## src/rtl/pipe_ctrl_pkg.sv

```systemverilog
// Shared definitions for the pipeline hazard controller.
//   - write-back source encodings of the instruction in ID/EX
//   - stall/flush bit indices (one bit per pipeline stage) and composite masks
//   - controller state encodings
package pipe_ctrl_pkg;

    // Write-back source of an instruction.
    localparam logic [1:0] RW_NONE = 2'd0;
    localparam logic [1:0] RW_ALU  = 2'd1;
    localparam logic [1:0] RW_RAM  = 2'd2;

    // Stage bit indices, shared by stall_o and flush_o.
    localparam int unsigned STG_PC    = 0;
    localparam int unsigned STG_IF_ID = 1;
    localparam int unsigned STG_ID_EX = 2;
    localparam int unsigned STG_EX_MEM = 3;
    localparam int unsigned STG_MEM_WB = 4;
    localparam int unsigned STG_WB    = 5;

    localparam int unsigned STG_W = 6;

    // Memory wait freezes everything up to and including EX/MEM.
    localparam logic [STG_W-1:0] STALL_MEM_MASK =
        (6'(1) << STG_PC) | (6'(1) << STG_IF_ID) |
        (6'(1) << STG_ID_EX) | (6'(1) << STG_EX_MEM);

    // Load-use holds PC and IF/ID and drops a bubble into ID/EX.
    localparam logic [STG_W-1:0] STALL_LU_MASK = (6'(1) << STG_PC) | (6'(1) << STG_IF_ID);
    localparam logic [STG_W-1:0] FLUSH_LU_MASK = 6'(1) << STG_ID_EX;

    // Taken branch squashes the wrong-path instruction in IF/ID.
    localparam logic [STG_W-1:0] FLUSH_BR_MASK = 6'(1) << STG_IF_ID;

    typedef enum logic [1:0] {
        ST_RUN        = 2'd0,
        ST_LOAD_STALL = 2'd1,
        ST_BR_FLUSH   = 2'd2,
        ST_MEM_WAIT   = 2'd3
    } state_e;

endpackage

```

## src/rtl/pipe_ctrl_hazard_detect.sv

```systemverilog
// Load-use hazard detection (purely combinational).
// Flags when the instruction in ID/EX loads from memory into a register that
// the instruction in IF/ID reads. Register r0 is hard-wired zero and never
// creates a hazard.
//   id_rs_i, id_rt_i : source register fields of the IF/ID instruction
//   ex_rw_i          : destination register of the ID/EX instruction
//   ex_rw_src_i      : write-back source of the ID/EX instruction
//   load_use_o       : hazard present this cycle
module hazard_detect
    import pipe_ctrl_pkg::*;
(
    input  logic [4:0] id_rs_i,
    input  logic [4:0] id_rt_i,
    input  logic [4:0] ex_rw_i,
    input  logic [1:0] ex_rw_src_i,
    output logic       load_use_o
);

    assign load_use_o = (ex_rw_src_i == RW_RAM) && (ex_rw_i != 5'd0) &&
                        ((ex_rw_i == id_rs_i) || (ex_rw_i == id_rt_i));

endmodule

```

## src/rtl/pipe_ctrl.sv

```systemverilog
// Pipeline hazard controller.
// Produces same-cycle per-stage stall and flush controls from a registered
// state plus the current hazard inputs, and counts stalled cycles.
//   clk, rst_n    : clock, asynchronous active-low reset
//   id_rs_i/rt_i  : source fields of the IF/ID instruction
//   ex_rw_i       : destination of the ID/EX instruction
//   ex_rw_src_i   : write-back source of the ID/EX instruction
//   br_taken_i    : taken branch/jump resolved in EX
//   mem_req_i     : data-memory access in MEM
//   mem_ready_i   : data memory completes this cycle
//   stall_o       : per-stage hold (bit0 PC .. bit5 WB)
//   flush_o       : per-stage bubble insert, same mapping
//   state_o       : registered controller state
//   stall_cnt_o   : saturating count of cycles with any stall bit set
module pipe_ctrl
    import pipe_ctrl_pkg::*;
(
    input  logic             clk,
    input  logic             rst_n,
    input  logic [4:0]       id_rs_i,
    input  logic [4:0]       id_rt_i,
    input  logic [4:0]       ex_rw_i,
    input  logic [1:0]       ex_rw_src_i,
    input  logic             br_taken_i,
    input  logic             mem_req_i,
    input  logic             mem_ready_i,
    output logic [STG_W-1:0] stall_o,
    output logic [STG_W-1:0] flush_o,
    output logic [1:0]       state_o,
    output logic [15:0]      stall_cnt_o
);

    state_e      state_q, state_d;
    logic [15:0] stall_cnt_q, stall_cnt_d;
    logic        load_use;
    logic        mem_wait;

    hazard_detect u_hazard_detect (
        .id_rs_i     (id_rs_i),
        .id_rt_i     (id_rt_i),
        .ex_rw_i     (ex_rw_i),
        .ex_rw_src_i (ex_rw_src_i),
        .load_use_o  (load_use)
    );

    assign mem_wait = mem_req_i & ~mem_ready_i;

    // Next state and output decode. Outputs are also gated by rst_n so that
    // asserting reset silences the controls in the same instant, not only
    // after the state register clears.
    always_comb begin
        // NOTE: every comb output gets a default first so no path leaves it unassigned (no latch).
        state_d = state_q;
        stall_o = '0;
        flush_o = '0;
        if (rst_n) begin
            unique case (state_q)
                ST_RUN: begin
                    if (mem_wait) begin
                        stall_o = STALL_MEM_MASK;
                        state_d = ST_MEM_WAIT;
                    end else if (br_taken_i) begin
                        // The IF/ID instruction is wrong-path, so a coincident
                        // load-use is irrelevant.
                        flush_o = FLUSH_BR_MASK;
                        state_d = ST_BR_FLUSH;
                    end else if (load_use) begin
                        stall_o = STALL_LU_MASK;
                        flush_o = FLUSH_LU_MASK;
                        state_d = ST_LOAD_STALL;
                    end
                end
                ST_LOAD_STALL: begin
                    // Bubble already inserted; the load has moved on, so the
                    // hazard is not re-checked here.
                    if (mem_wait) begin
                        stall_o = STALL_MEM_MASK;
                        state_d = ST_MEM_WAIT;
                    end else begin
                        state_d = ST_RUN;
                    end
                end
                ST_BR_FLUSH: begin
                    // Second flush cycle is held pending across a memory wait.
                    if (mem_wait) begin
                        stall_o = STALL_MEM_MASK;
                    end else begin
                        flush_o = FLUSH_BR_MASK;
                        state_d = ST_RUN;
                    end
                end
                ST_MEM_WAIT: begin
                    if (mem_wait) begin
                        stall_o = STALL_MEM_MASK;
                    end else begin
                        state_d = ST_RUN;
                    end
                end
                default: state_d = ST_RUN;
            endcase
        end
    end

    always_comb begin
        stall_cnt_d = stall_cnt_q;
        if ((stall_o != '0) && (stall_cnt_q != 16'hFFFF)) begin
            stall_cnt_d = stall_cnt_q + 16'd1;
        end
    end

    // NOTE: asynchronous active-low reset is listed in the sensitivity list so it acts without a clock.
    always_ff @(posedge clk or negedge rst_n) begin
        if (!rst_n) begin
            state_q     <= ST_RUN;
            stall_cnt_q <= '0;
        end else begin
            // NOTE: sequential state uses non-blocking assignments so all registers update together.
            state_q     <= state_d;
            stall_cnt_q <= stall_cnt_d;
        end
    end

    assign state_o     = state_q;
    assign stall_cnt_o = stall_cnt_q;

endmodule

```

## config.mk

```make
export PLATFORM = sky130hd
export DESIGN_NAME = pipe_ctrl
export DESIGN_NICKNAME = d
export VERILOG_FILES = /design/src/rtl/pipe_ctrl_pkg.sv /design/src/rtl/pipe_ctrl_hazard_detect.sv /design/src/rtl/pipe_ctrl.sv
export SDC_FILE = /design/constraint.sdc
export NUM_CORES = 1
export LEC_CHECK = 0
export BUFFER_PORTS_ARGS = -buffer_cell sky130_fd_sc_hd__buf_4
export CAP_MARGIN = 20
export CORE_MARGIN = 5
export CORE_UTILIZATION = 50
export CTS_CLUSTER_DIAMETER = 200
export DETAILED_ROUTE_END_ITERATION = 8
export GPL_ROUTABILITY_DRIVEN = 0
export GPL_TIMING_DRIVEN = 0
export PLACE_DENSITY = 0.84
export RECOVER_POWER = 25
export SYNTH_ARGS = -nofsm -noshare
export SYNTH_HDL_FRONTEND = slang
export SYNTH_SLANG_ARGS = --single-unit
export TNS_END_PERCENT = 10
```

## constraint.sdc

```tcl
create_clock -name clk -period 5.5 [get_ports clk]
set_clock_uncertainty 0.2 [all_clocks]
set_input_delay 0.825 -clock clk [delete_from_list [all_inputs] [get_ports clk]]
set_output_delay 0.825 -clock clk [all_outputs]
set_load 0.05 [all_outputs]
```

Yosys cells after proc, flatten, opt, wreduce, memory -nomap -nowiden
Index checks and enable logic that the tools add are counted.
W data, S select, Z words.
{"block": "totals", "register_bits": 18, "wordCells": 42, "in_bits": 22}
{"block": "op_classes", "n_eq_ne": 9, "bitwise_logic": 2, "n_reduce_logical": 10, "add_sub_neg": 1, "muxes": 18}
{"op": "$add A16 B1 Y16 const B", "count": 1}
{"op": "$mux W2", "count": 8}
{"op": "$ne A16 B16 Y1 const B", "count": 1}
{"op": "$mux W3", "count": 4}
{"op": "$pmux W6 S2", "count": 1}
{"op": "$eq A5 B5 Y1", "count": 2}
{"op": "$mux W4", "count": 2}
{"op": "$eq A2 B2 Y1 const B", "count": 3}
{"op": "$mux W6", "count": 1}
{"op": "$pmux W2 S3", "count": 1}
{"op": "$pmux W3 S2", "count": 1}
{"op": "$reduce_bool A6 Y1", "count": 1}
{"op": "$reduce_bool A5 Y1", "count": 1}
{"op": "$ne A4 B4 Y1 const B", "count": 1}
{"op": "$logic_and A1 B1 Y1", "count": 3}
{"op": "$reduce_and A3 Y1", "count": 1}
{"op": "$reduce_or A3 Y1", "count": 1}
{"op": "$eq A2 B1 Y1 const B", "count": 1}
{"op": "$logic_not A2 Y1", "count": 1}
{"op": "$ne A2 B2 Y1 const B", "count": 1}
{"op": "$reduce_or A2 Y1", "count": 1}
{"op": "$and A1 B1 Y1", "count": 1}
{"op": "$logic_or A1 B1 Y1", "count": 1}
{"op": "$not A1 Y1", "count": 1}

Logic depth before layout (Yosys ltp)
Gate-level depths: netlist (run 1).
{"block": "depth", "ltp_word": 10, "ltp_mapped": 7}

Modules after synthesis
From an unflattened synthesis (run 1), not the netlist that was laid out.
{"block": "unflattened", "hier_cells": 117, "area_unflattened_um2": 1243.7}
{"mod": "pipe_ctrl", "area_per_inst_um2": 1112.3, "cells_per_inst": 99, "seq_area_each_um2": 450.4, "n_inst": 1}
{"mod": "hazard_detect", "area_per_inst_um2": 131.4, "cells_per_inst": 18, "seq_area_each_um2": 0.0, "n_inst": 1}

Worst setup path after synthesis (run 1)
Ideal clock, no wire load.
{"block": "synth_path", "path_type": "input to output", "startpoint": "in mem_req_i", "endpoint": "out flush_o[1]", "path_stages": 2, "n_path_buf": 0, "arrival_time_ns": 2.637, "t_required_ns": 4.475, "setup_slack_ns": 1.838, "cell_sequence": "nor2b_1 > nor4b_1"}
{"block": "synth_via", "elab_chain_len": 4, "elab_cells_between_ends": 5, "classes_between": "mux (4); bitwise (1)"}
{"item": "from (decl)", "line": "pipe_ctrl.sv:25", "rtl": "input logic mem_req_i,"}
{"item": "$and A1 B1 Y1 (*)", "line": "pipe_ctrl.sv:46", "rtl": "assign mem_wait = mem_req_i & ~mem_ready_i;"}
{"item": "$mux W2 or $mux W3 (tied branches)", "line": "pipe_ctrl.sv:85, pipe_ctrl.sv:59"}
{"item": "$pmux W3 S2 (*)", "line": "pipe_ctrl.sv:57", "rtl": "unique case (state_q)"}
{"item": "$mux W3 (*)", "line": "pipe_ctrl.sv:56", "rtl": "if (rst_n) begin"}
{"item": "to (decl)", "line": "pipe_ctrl.sv:28", "rtl": "output logic [STG_W-1:0] flush_o,"}
Mark *: on every way between the ends. The rest lies on a longest branch, timed or not.

Worst setup path in the final report (run 1)
{"block": "layout_path", "startpoint": "in rst_n", "endpoint": "out stall_o[1]"}
{"block": "layout_via", "elab_chain_len": 1}
{"item": "from (decl)", "line": "pipe_ctrl.sv:19", "rtl": "input logic rst_n,"}
{"item": "$mux W6", "line": "pipe_ctrl.sv:56"}
{"item": "to (decl)", "line": "pipe_ctrl.sv:27", "rtl": "output logic [STG_W-1:0] stall_o,"}
Every way passes these cells.

==> results of run 1 <==
## power groups by stage
stage / Sequential [uW] / Combinational (uW) / Clock [uW]
2_1_floorplan: 235 / 60.2 / 0
3_3_place_gp: 173 / 179 / 0
6_report: 172 / 182 / 85.5
5_1_grt: 177 / 194 / 92.6
3_5_place_dp: 174 / 185 / 0
4_1_cts: 172 / 185 / 85.5
## worst max path at each step
stage	start	to	slack (ns)	cells after the start
3_5_place_dp	ex_rw_i[1]	stall_o[1]	2.18	8
5_1_grt	rst_n	stall_o[1]	1.58	6
2_1_floorplan	mem_req_i	flush_o[1]	1.84	2
6_report	rst_n	stall_o[1]	1.83	6
4_1_cts	ex_rw_i[1]	stall_o[1]	2.19	8
3_3_place_gp	ex_rw_i[0]	stall_o[1]	2.27	8
## metal layers
| layer | global-route usage | up-vias | routed length [um] |
|---|---|---|---|
| met5 | 0 | - | 0 |
| met4 | 0.08609 | 0 | 51 |
| met3 | 0.04900 | 6 | 255 |
| met2 | 0.3145 | 46 | 1489 |
| met1 | 0.1915 | 443 | 1031 |
| li1 | - | 483 | - |
## cells in the mapped netlist
| library cell | instances |
|---|---|
| a2111oi_4 | 1 |
| a21oi_1 | 4 |
| a22oi_1 | 1 |
| and2_1 | 1 |
| and3_1 | 6 |
| and4_1 | 2 |
| and4_4 | 1 |
| buf_4 | 8 |
| buf_6 | 2 |
| conb_1 | 1 |
| dfrtp_1 | 18 |
| ha_1 | 1 |
| inv_1 | 2 |
| mux2_1 | 1 |
| nand2_1 | 3 |
| nand2_2 | 1 |
| nand3_1 | 6 |
| nand3_2 | 1 |
| nand3_4 | 1 |
| nand3b_1 | 1 |
| nand4_1 | 7 |
| nand4b_1 | 1 |
| nor2_1 | 8 |
| nor2_2 | 1 |
| nor2b_1 | 1 |
| nor3_1 | 4 |
| nor3b_1 | 1 |
| nor4b_1 | 1 |
| o21bai_4 | 1 |
| xnor2_1 | 15 |
| xor2_1 | 10 |
## per-stage QoR
stage          hold WS (ns)  utilization  setup WS [ns]
2_1_floorplan        0.3294            -          1.838
3_3_place_gp         0.2791       0.6957          2.267
3_5_place_dp         0.2938       0.6957          2.181
4_1_cts              0.1929       0.7121          2.186
5_1_grt              0.3367       0.7104          1.576
6_report             0.3061       0.7104          1.826
## layout make-up
type	instances	area [sq um]	area share
buffer	10	82.58	0.05255
clock buffer	4	36.28	0.02309
sequential	18	450.4	0.2866
inverter	2	7.507	0.004777
multi-input combinational	87	625.6	0.3981
tap	28	35.03	0.02229
timing repair buffer	45	334.1	0.2126
## cells by family (layout without fill, tap and decap cells)
family	after synthesis	count (layout)	synth area share
adder cells (fa/ha/maj)	1	1	0.01090
other	1	6	0.003268
XOR/XNOR	25	25	0.1908
multiplexers	1	1	0.009814
buffers and inverters	12	61	0.07852
AO/OA/AOI/OAI	7	7	0.06435
AND/OR/NAND/NOR	47	47	0.2498
flip-flops	18	18	0.3926
## sequential cells by signal, summed over array words and instances, names as in the netlist
signal,count
stall_cnt_o,16
state_o,2
==> metrics.yaml, run 1 <==
power_and_ir_drop:
  power_density_mw_per_mm2: 279.9
  power_frac_comb: 0.415
  power_switching_uw: 186.0
  sequentialPowerShare: 0.391
  p_int_uw: 253.9
  irDropWorstVdd_mv: 0.3768
  p_total_uw: 439.8
  p_sw_frac: 0.4228
  p_leak_uw: 0.0007558
  clkPwrFrac: 0.194
critical_path:
  cp.required_ns: 4.47
  cp_top_family: "buffers and inverters"
  cp_slowest_cell: "clkbuf_1"
  reg2reg_from: "stall_cnt_o[5]$_DFFE_PN0P_"
  reg2reg_depth: 6
  cp.arrival_ns: 2.65
  cp-start-kind: "primary input"
  path_buf_inv: 4
  path_cells: "clkbuf_1 > nand3_2 > o21bai_4 > buf_6 > buf_4 > buf_4"
  crit_path_frequent_cell: "buf_4"
  worstSetupPathType: "primary input to output port"
  crit_path_max_incr_delay_ns: 0.84
  reg2reg_to: "stall_cnt_o[1]$_DFFE_PN0P_"
  cp-end-kind: "output port"
  cp_max_fo: 25
  rrSetupSlack_ns: 3.35
yosys:
  synth-seq-cells: 18
  synthCells: 112
  syn_area_per_cell_sq_um: 10.24
  yosys-top-cells-area: "dfrtp_1, xnor2_1, xor2_1, buf_4, nand4_1"
  ys_types: 31
  yosysWarnings: 0
  synth_seq_area_share: 0.3926
  synth.largest_area_cell: "dfrtp_1"
  synth_top_area_frac: 0.3926
  synth_area_sq_mm: 0.001147
sta:
  rsz0062_at_grt: "false"
  fmax_mhz: 272.2
  hold_violations: 0
  finalCritPeriodShare: 0.6679
  period_needed_ns: 3.674
  max_slew_margin: 0.2181
  slew_violations: 0
  worst_slew_pin_slew_ns: 1.173
  finalSetupTns_ns: 0
  setup_viol: 0
floorplan:
  coreArea_sq_mm: 0.002212
  fp-row-count: 17
  initial_utilization: 0.5187
  dieArea_sq_mm: 0.003353
  dieHeight_um: 57.91
  die_w_um: 57.91
  io_pins: 52
grt:
  grt_usage: 0.1769
  grt_pass1_wl_um: 4567
  grt_overflow_total: 0
  antenna_found_initial: 0
  first_global_vias: 1024
  grt_max_degree: 26
place:
  dp.final_hpwl_um: 2241
  port_buffers: 45
  place_inst: 190
  dpl_cell_area_sq_mm: 0.001539
clock_network:
  insertion_delay_ns: 0.30
  cts-resized-gates: 0
  post-cts-setup-buffers: 0
  hold_buffers: 0
  cts_tree: "built"
  cts.sinks: 18
  root_buffer: "clkbuf_4"
  cts_buffer_depth: 2
  htreeDepth: 1
  cts_made_buffers: 3
  clkSlewWorstSetupHoldPaths_ns: 0.11
route:
  drt-total-wl_um: 2827
  vias: 978
  dr.pass1.iters: 4
  drt_drc_violations_left: 0
  drt-wirelength-per-cell_um: 14.57
  drtIter0Drc: 27
  antenna_left: 0
  avgViaCountPerCell: 5.041
run:
  cap_violations: 0
min_path:
  hold_end: "stall_cnt_o[8]$_DFFE_PN0P_"
  hold_class: "flop to flop"
  min_from: "stall_cnt_o[8]$_DFFE_PN0P_"
  hold_path_depth: 1
final_layout:
  final_cell_mix: "buf_4, dfrtp_1, xnor2_1"
  insertedDiodeCount: 0
  fin_area_sq_mm: 0.001572
  post_layout_nonfiller_instances: 194
  nFillCells: 159
  drive_above_1_share: 0.3916
  syn_to_final_growth_pct: 36.97
  nets: 190
  mostFrequentLayoutCell: "buf_4"
status:
  status: "complete, no violations"
No activity file was read; power rests on OpenSTA's default activity.
==> run 2, diff against run 1 <==
CORE_UTILIZATION = 46   (was 50)
PLACE_DENSITY = 0.79   (was 0.84)
clock period = 3.7 ns   (was 5.5 ns; I/O delays follow)
==> metrics.yaml, run 2 (synthesis results as in run 1) <==
critical_path:
  crit_path_max_incr_delay_ns: 0.53  # -0.31 ns
  cp-end-kind: "output port"
  cp_max_fo: 25  # unchanged
  cp-start-kind: "primary input"
  path_cells: "dlygate4sd3_1 > buf_4 > and2_1 > o21bai_4 > buf_6 > buf_4 > buf_4"
  cp.arrival_ns: 2.29  # -0.36 ns
  cp.required_ns: 2.94  # -1.53 ns
  worstSetupPathType: "primary input to output port"
  crit_path_frequent_cell: "buf_4"
  cp_slowest_cell: "dlygate4sd3_1"
clock_network:
  cts_buffer_depth: 2  # unchanged
  cts_made_buffers: 3  # unchanged
  post-cts-setup-buffers: 0  # unchanged
  insertion_delay_ns: 0.30  # about the same
  cts_tree: "built"
  clkSlewWorstSetupHoldPaths_ns: 0.12  # about the same
  cts.sinks: 18  # unchanged
  htreeDepth: 1  # unchanged
  root_buffer: "clkbuf_4"
  cts-resized-gates: 0  # unchanged
final_layout:
  nets: 191  # +0.53%
  syn_to_final_growth_pct: 38.39
  nFillCells: 223  # +40%
  insertedDiodeCount: 0  # unchanged
  final_cell_mix: "buf_4, dfrtp_1, xnor2_1"
  post_layout_nonfiller_instances: 197  # +1.5%
  drive_above_1_share: 0.3952  # +0.003643
  mostFrequentLayoutCell: "buf_4"
  largest_reg_flops: 16  # unchanged
grt:
  grt_usage: 0.1661  # -0.01078
  grt_pass1_wl_um: 4450  # -2.6%
  grt_overflow_total: 0  # unchanged
  antenna_found_initial: 0  # unchanged
  grt_max_degree: 26  # unchanged
  first_global_vias: 1006  # -1.8%
run:
  cap_violations: 0  # unchanged
power_and_ir_drop:
  p_leak_uw: 0.0007636  # +1.0%
  power_density_mw_per_mm2: 411.5  # +47%
  irDropWorstVdd_mv: 0.6729  # +79%
floorplan:
  io_pins: 52  # unchanged
  coreArea_sq_mm: 0.002432  # +10%
  dieArea_sq_mm: 0.003593  # +7.2%
  die_w_um: 59.94  # +3.5%
  dieHeight_um: 59.94  # +3.5%
  fp-row-count: 18  # +1
  initial_utilization: 0.4717  # -0.04696
sta:
  rsz0062_at_grt: "false"
  hold_violations: 0  # unchanged
  finalSetupTns_ns: 0  # unchanged
  period_needed_ns: 3.044
  slew_violations: 0  # unchanged
  fmax_mhz: 328.5
  setup_viol: 0  # unchanged
  finalCritPeriodShare: 0.8228
route:
  drt-wirelength-per-cell_um: 14.29  # -1.9%
  dr.pass1.iters: 4  # unchanged
  avgViaCountPerCell: 5.066  # +0.49%
  drt_drc_violations_left: 0  # unchanged
  antenna_left: 0  # unchanged
  vias: 998  # +2.0%
  drt-total-wl_um: 2815  # -0.42%
  drtIter0Drc: 25  # -7.4%
min_path:
  hold_class: "flop to flop"
status:
  status: "complete, no violations"
place:
  port_buffers: 45  # unchanged
  place_inst: 192  # +1.1%
  dp.final_hpwl_um: 2190  # -2.3%
run 2: cell types whose count changed in the layout (fill, tap and decap cells not counted), sizes merged:
cell | before | now
dlygate4sd3 | 0 | 1
buf | 54 | 55
clkbuf | 5 | 4
run 2: final cells by class:
| cell class | count | area (sq um) | area share |
|---|---|---|---|
| plain buffers | 10 | 82.58 | 0.05201 |
| clock buffers | 4 | 36.28 | 0.02285 |
| inverters | 2 | 7.507 | 0.004728 |
| multi-input cells | 87 | 625.6 | 0.3940 |
| flip-flops and latches | 18 | 450.4 | 0.2837 |
| well taps | 30 | 37.54 | 0.02364 |
| repair buffers | 46 | 347.8 | 0.2191 |
run 2: through the flow:
step	hold WS (ns)	utilization	instance area, sq um	total power, uW	setup slack, ns
6_report	0.3154	0.6528	1588	653.4	0.6558
3_5_place_dp	0.2611	0.6337	1541	534.3	0.9769
2_1_floorplan	0.05941	-	1166	438.4	0.5780
3_3_place_gp	0.2554	0.6337	1541	525.7	0.9955
4_1_cts	0.3090	0.6528	1588	659.2	0.6234
5_1_grt	0.3330	0.6528	1588	686.1	0.5065
run 2: worst max-delay path, delay by kind of cell:
kind | cells | cell delay (ns)
AOI/OAI and AO/OA | 1 | 0.19
buffers and inverters | 5 | 1.30
and+or+nand+nor | 1 | 0.24
run 2: path summary, 6_finish.rpt:
kind | end | slack, ns | start | cells past startpoint
max | stall_o[1] | 0.66 | rst_n | 7
min | stall_cnt_o[8]$_DFFE_PN0P_ | 0.32 | stall_cnt_o[8]$_DFFE_PN0P_ | 1
max reg2reg | stall_cnt_o[1]$_DFFE_PN0P_ | 1.52 | stall_cnt_o[5]$_DFFE_PN0P_ | 6
min reg2reg | stall_cnt_o[8]$_DFFE_PN0P_ | 0.32 | stall_cnt_o[8]$_DFFE_PN0P_ | 1
max in group asynchronous | stall_cnt_o[3]$_DFFE_PN0P_ | 2.59 | rst_n | 2
min in group asynchronous | stall_cnt_o[13]$_DFFE_PN0P_ | 0.47 | rst_n | 2
run 2: power breakdown:
group          switching (uW)  internal (uW)  total [uW]  leakage [uW]
Clock                    63.5           60.0         123     0.0000210
Sequential               33.7            223         257      0.000240
Combinational             178           95.2         273      0.000502
run 2: metal layers:
| metal | part of all wire | global-route usage | vias up |
|---|---|---|---|
| met3 | 0.095 | 0.03240 | 2 |
| met4 | 0.0053 | 0.06646 | 0 |
| met2 | 0.49 | 0.2948 | 33 |
| li1 | - | - | 486 |
| met5 | 0 | 0 | - |
| met1 | 0.41 | 0.1935 | 477 |
run 2: repair_timing:
action                                 4_1_cts  5_1_grt
hold buffers                                 1        0
endpoints found under the hold margin       18        0
setup endpoints to repair                    0        0
